## config.mk

```make
export PLATFORM = sky130hd
export DESIGN_NAME = alu_dispatch
export DESIGN_NICKNAME = d
export VERILOG_FILES = /design/src/rtl/alu_dispatch.sv
export SDC_FILE = /design/constraint.sdc
export NUM_CORES = 1
export LEC_CHECK = 0
export ABC_AREA = 1
export CAP_MARGIN = 20
export CORE_UTILIZATION = 55
export DETAILED_ROUTE_END_ITERATION = 8
export GPL_TIMING_DRIVEN = 0
export PLACE_DENSITY = 0.8
export SLEW_MARGIN = 30
export SYNTH_ARGS = -nofsm -noshare
export SYNTH_HDL_FRONTEND = slang
export SYNTH_SLANG_ARGS = --single-unit
```

## constraint.sdc

```tcl
create_clock -name clk -period 12.67 [get_ports clk]
set_clock_uncertainty 0.15 [all_clocks]
set_input_delay 2.534 -clock clk [delete_from_list [all_inputs] [get_ports clk]]
set_output_delay 2.534 -clock clk [all_outputs]
set_load 0.01 [all_outputs]
```

## src/rtl/alu_dispatch.sv

```systemverilog
// alu_dispatch: FIFO-buffered command issuer keeping one operation outstanding in the alu
module alu_dispatch #(
  parameter int DEPTH = 4,
  parameter int TIMEOUT = 255
) (
  input  logic        clk,
  input  logic        reset,
  input  logic        i_valid,
  input  logic [31:0] i_a,
  input  logic [31:0] i_b,
  input  logic [3:0]  i_cmd,
  output logic        o_ready,
  output logic [31:0] o_alu_a,
  output logic [31:0] o_alu_b,
  output logic [3:0]  o_alu_cmd,
  input  logic [31:0] i_alu_result,
  input  logic        i_alu_valid,
  input  logic        i_alu_ready,
  output logic [31:0] o_result,
  output logic [3:0]  o_cmd,
  output logic        o_valid,
  input  logic        i_ready,
  output logic        o_timeout,
  output logic [15:0] o_count
);
  localparam int AW = $clog2(DEPTH);
  typedef enum logic [1:0] {IDLE, ISSUE, WAIT, HOLD} state_t;
  state_t state, state_nx;
  logic [67:0] mem [DEPTH];
  logic [AW:0] wr_ptr, rd_ptr;
  logic [15:0] timer;
  logic [3:0]  issued_cmd;
  logic empty, full, push, pop, issue_done, capture, expire, accept;
  assign empty = wr_ptr == rd_ptr;
  assign full = (wr_ptr[AW] != rd_ptr[AW]) && (wr_ptr[AW-1:0] == rd_ptr[AW-1:0]);
  assign o_ready = !full;
  assign push = i_valid && !full && i_cmd != 4'h0;
  // State register
  always_ff @(posedge clk or negedge reset)
    if (!reset) state <= IDLE;
    else state <= state_nx;
  // Per-state events; conditions are mutually exclusive because each belongs to one state
  always_comb begin
    pop = state == IDLE && !empty;
    issue_done = state == ISSUE && i_alu_ready;
    capture = state == WAIT && i_alu_valid;
    expire = state == WAIT && !i_alu_valid && timer == 16'(TIMEOUT - 1);
    accept = state == HOLD && i_ready;
  end
  // Next-state selection from the event that fires in the current state
  always_comb begin
    state_nx = pop ? ISSUE : issue_done ? WAIT : capture ? HOLD : (expire || accept) ? IDLE : state;
  end
  // FIFO storage; NOP commands never reach it
  always_ff @(posedge clk)
    if (push) mem[wr_ptr[AW-1:0]] <= {i_a, i_b, i_cmd};
  // Pointers, alu drive, watchdog, result capture and completion counter
  always_ff @(posedge clk or negedge reset)
    if (!reset) begin
      wr_ptr <= '0;
      rd_ptr <= '0;
      o_alu_a <= '0;
      o_alu_b <= '0;
      o_alu_cmd <= 4'h0;
      issued_cmd <= 4'h0;
      timer <= '0;
      o_result <= '0;
      o_cmd <= 4'h0;
      o_valid <= 1'b0;
      o_timeout <= 1'b0;
      o_count <= '0;
    end else begin
      if (push) wr_ptr <= wr_ptr + 1'b1;
      if (pop) begin
        rd_ptr <= rd_ptr + 1'b1;
        {o_alu_a, o_alu_b, o_alu_cmd} <= mem[rd_ptr[AW-1:0]];
        issued_cmd <= mem[rd_ptr[AW-1:0]][3:0];
      end
      if (issue_done) begin
        o_alu_cmd <= 4'h0;
        timer <= '0;
      end
      if (state == WAIT && !i_alu_valid) timer <= timer + 16'd1;
      if (capture) begin
        o_result <= i_alu_result;
        o_cmd <= issued_cmd;
        o_valid <= 1'b1;
      end
      if (expire) o_timeout <= 1'b1;
      if (accept) begin
        o_valid <= 1'b0;
        o_count <= o_count + 16'd1;
      end
    end
endmodule

```

# --- Yosys cells after proc, flatten, opt, wreduce, memory -nomap -nowiden ---
# Memories as Yosys holds them, arrays and structs flattened.
# Index checks and enable logic that the tools add are counted.
word_totals:
  register_bits: 150
  ram_bits: 272
  in_bits: 106
  out_inout_bits: 123
  elab_cells: 56
  n_memories: 1
mem_list:
  columns: ["name", "words", "width", "rd", "rd_ports_with_merged_regs", "write_ports", "line_no", "rtl"]
  rows:
  - ["mem", 4, 68, 1, 0, 1, "29", "logic [67:0] mem [DEPTH];"]
op_classes:
  addsub: 4
  n_eq_ne: 7
  n_mux: 12
  reduce_logical: 19
ops:
  columns: ["cell", "count"]
  rows:
  - ["$add 16x1->16 const B", 2]
  - ["$mux 16", 2]
  - ["$eq 16x8->1 const B", 1]
  - ["$logic_and 1x1->1", 9]
  - ["$mux 2", 4]
  - ["$mux 4", 2]
  - ["$reduce_bool 4->1", 2]
  - ["$add 3x1->3 const B", 2]
  - ["$reduce_bool 2->1", 3]
  - ["$eq 2x2->1 const B", 2]
  - ["$mux 1", 4]
  - ["$eq 3x3->1", 1]
  - ["$logic_not 1->1", 3]
  - ["$eq 2x1->1 const B", 1]
  - ["$eq 2x2->1", 1]
  - ["$logic_not 2->1", 1]
  - ["$logic_or 1x1->1", 1]
  - ["$ne 1x1->1", 1]

# --- Logic depth before layout (Yosys ltp) ---
logic_depth:
  ltp_word: 8
  ltp_mapped: 10
  depth_no_buf: 9

# --- Least setup slack after synthesis ---
# OpenSTA, ideal clock, no wires.
synth_path:
  path_type: "in2reg"
  startpoint: "in i_valid"
  endpoint: "mem mem[0][0] (enable)"
  setup_ns: 0.495
  arrival_ns: 5.767
  required_ns: 12.025
  slack_ns: 6.258
  path_stages: 4
  path_buffers: 0
  path_cell_list: "inv_1 > nor2_1 > nand2_1 > nor2_1"
synth_between:
  elab_chain_len: 4
synth_rtl:
  columns: ["element", "line_no", "rtl"]
  rows:
  - ["start, declared", "8", "input logic i_valid,"]
  - ["$logic_and 1x1->1 (2 in a row)", "37", "assign push = i_valid && !full && i_cmd != 4'h0;"]
  - ["$mux 1", "56", "if (push) mem[wr_ptr[AW-1:0]] <= {i_a, i_b, i_cmd};"]
  - ["$mux 1 (not written as such)", "56", null]
  - ["end, declared", "29", null]
# No other way between the ends.

# --- Final worst setup path ---
layout_path:
  startpoint: "reg rd_ptr[1]"
  endpoint: "out o_ready"
layout_between:
  elab_chain_len: 3
layout_rtl:
  columns: ["element", "line_no", "rtl"]
  rows:
  - ["start, declared", "30", "logic [AW:0] wr_ptr, rd_ptr;"]
  - ["start signal, assigned", "75", "rd_ptr <= rd_ptr + 1'b1;"]
  - ["$eq 2x2->1", "35", "assign full = (wr_ptr[AW] != rd_ptr[AW]) && (wr_ptr[AW-1:0] == rd_ptr[AW-1:0]);"]
  - ["$logic_and 1x1->1", "35", null]
  - ["$logic_not 1->1", "36", "assign o_ready = !full;"]
  - ["end, declared", "12", "output logic o_ready,"]
# No other way between the ends.

==> results.toml <==
[status]
outcome = "finished, final reports clean"

[timing]
finalCritPeriodShare_pct = 39.81
post-route-min-period_ns = 5.045
fin_hold_ws_ns = 0.3240
final_hold_viol_count = 0
setup_viol = 0
grt_setup_unrepaired = "false"
fmax_ghz = 0.1982
setup_ws_ns = 7.625
slew_headroom_pct = 55.24
fin_tns_setup_ns = 0
maxSlewViolCount = 0
worstMarginPinSlew_ns = 0.6698

[drt]
routedWlPerCell_um = 18.48
dr.pass1.iters = 7
route.detailed.drc = 0
viasPerCell = 5.566
drt-total-wl_um = 37830
antenna_left = 0
drtIter0Drc = 947
vias = 11390

[job]
drv_cap = 0

[clock_tree]
clk_root_buffer_cell = "clkbuf_16"
post_cts_buffers = 0
clk_latency_ns = 0.52
cts.sinks = 422
cts_buffers = 42
holdBufCountCts = 0
htree_levels = 2
cts_tree = "built"
cts.repair.resized = 0
clockBufferDepth = 3
path_clk_slew_ns = 0.06

[synthesis]
synth_most_common_cell = "nand2_1"
synth_seq_cells = 422
synth-seq-area-share_pct = 72.98
synth.area.top_cells = "edfxtp_1 50%, dfrtp_1 23%, nand2_1 6.7%, o21ai_0 4.7%, nor2_1 3.8%"
syn_area_um2 = 16330
syn_inst = 1339
yosys.area.top_type = "edfxtp_1"
async_flop_share_pct = 35.55
yosysUniqueCellTypes = 31
synth_edf_count = 272
ys_top_cells_by_count = "293 x nand2_1, 272 x edfxtp_1, 167 x nor2_1"
synth_top_area_share_pct = 50.00
yosysWarningCount = 0
synth_top_flop_cell = "edfxtp_1"
avgSynthCellArea_um2 = 12.20
syn_nets = 1453

[placement]
dp_worst_setup_slack_ns = 7.195
detailed_place_hpwl_um = 24860
dp_cells = 1967
port_buffers = 228
gp_congestion = 0.8326

[die]
rows = 62
start_util_pct = 56.45
die-area_um2 = 30390
io_pins = 229
coreArea_um2 = 28940
die_x_um = 174.3
die_h_um = 174.3

[pwr]
finalPower_w = 0.004969
vdd_drop_max_mv = 0.1397
power.leakage_nw = 8.194
cellPowerDensity_nw_per_um2 = 238.1

[grt]
grt.overflow.total = 0
grt_max_degree = 85
first_global_vias = 11380
antenna_found_initial = 7
grt_first_pass_wirelength_um = 59260
track_usage_pct = 24.99

[setup_path]
path_max_fanout = 8
critPathKind = "register to output pin"
path_cells = "inv_2 -> nand2_1 -> nand2_1 -> nand4_1 -> clkdlybuf4s50_1"
end_kind = "output pin"
cpMostUsedCell = "nand2_1"
cpMaxStageDelayCell = "clkdlybuf4s50_1"
critPathArrivalTime_ns = 2.36
cp-start-kind = "register"
cp_num_buf_inv = 2
max_stage_delay_ns = 0.63
cpLargestDelayFamily = "buffers and inverters"
cp.required_ns = 9.99

[hold_path]
hp-class = "register to register"

[finish]
nNetsFinal = 1741
n_fill_cell = 1843
area_delta_synth_final_pct = 27.79
drive_above_1_share_pct = 8.740
stdcell_count = 2047
-- per-layer routing --
layer	global-route usage, %	up-vias	routed length (µm)
met3	5.599	86	3397
met5	0	-	38
li1	-	5238	-
met1	31.39	5473	14570
met4	9.211	6	1101
met2	42.51	591	18720
-- flip-flops by register name (all words and copies together) (netlist names) --
signal,cells
o_result,32
o_timeout,1
state,2
o_count,16
o_valid,1
o_alu_a,32
wr_ptr,3
o_cmd,4
rd_ptr,3
issued_cmd,4
o_alu_b,32
timer,16
mem,272
o_alu_cmd,4
-- worst reg2reg max path: stages, from the launching register on --
cell,delay [ns]
dfrtp_1,0.61
inv_2,0.21
nand2_1,0.11
nand2_1,0.09
nand4_1,0.18
nand2_1,0.32
nor2_4,0.62
buf_16,0.25
buf_16,0.18
buf_16,0.18
-- stage by stage --
step                instance area [µm²]  utilization, %
global route                      20870           72.12
CTS                               20860           72.10
detailed placement                19550           67.57
floorplan                         16330               -
global placement                  19100           66.00
finish                            20870           72.14
-- final cells by class --
class / count / area [µm²] / area share (%)
inverters: 52 / 195.2 / 0.9351
flip-flops and latches: 422 / 11920 / 57.11
multi-input cells: 800 / 3916 / 18.76
well taps: 384 / 480.5 / 2.302
plain buffers: 65 / 331.6 / 1.588
diodes: 4 / 10.01 / 0.04795
clock buffers: 67 / 1239 / 5.934
clock inverters: 9 / 72.57 / 0.3477
repair buffers: 244 / 2708 / 12.97
-- path summary, 6_finish.rpt --
path	startpoint	end	slack, ns	cells past startpoint
worst max-delay path	rd_ptr[1]	o_ready	7.63	5
worst min-delay path	o_timeout	o_timeout	0.32	2
worst max register to register	rd_ptr[1]	mem[1][50]	9.44	9
worst min register to register	o_timeout	o_timeout	0.32	2
max in group asynchronous	reset	o_alu_a[12]	9.74	2
min in group asynchronous	reset	timer[1]	1.81	1
-- cells in the final DEF, fill, tap and decap left out, types with 15 or more instances in the layout --
cell             count
nand2_1            293
edfxtp_1           272
clkdlybuf4s50_1    227
nor2_1             163
o21ai_0            154
dfrtp_1            150
o22ai_1             69
clkbuf_1            57
inv_1               50
clkbuf_16           45
mux2_2              32
nand3_1             27
buf_2               15
-- kinds of logic after synthesis --
| group | count (synthesis) | share of synthesized area [%] |
|---|---|---|
| AOI/OAI and AO/OA | 237 | 7.805 |
| xor gates and xnor gates | 15 | 0.8043 |
| adders and majority gates | 8 | 0.6128 |
| buffers and inverters | 117 | 3.225 |
| DFF | 422 | 72.98 |
| muxes | 32 | 2.206 |
| and+or+nand+nor | 508 | 12.36 |
-- report_power, final --
| group | total, W | internal, W | switching (W) |
|---|---|---|---|
| logic | 0.00178 | 0.000751 | 0.00103 |
| clock network | 0.00118 | 0.000691 | 0.000487 |
| registers | 0.00201 | 0.00186 | 0.000157 |
| total | 0.00497 | 0.00330 | 0.00167 |
(Power assumes the default switching activity.)
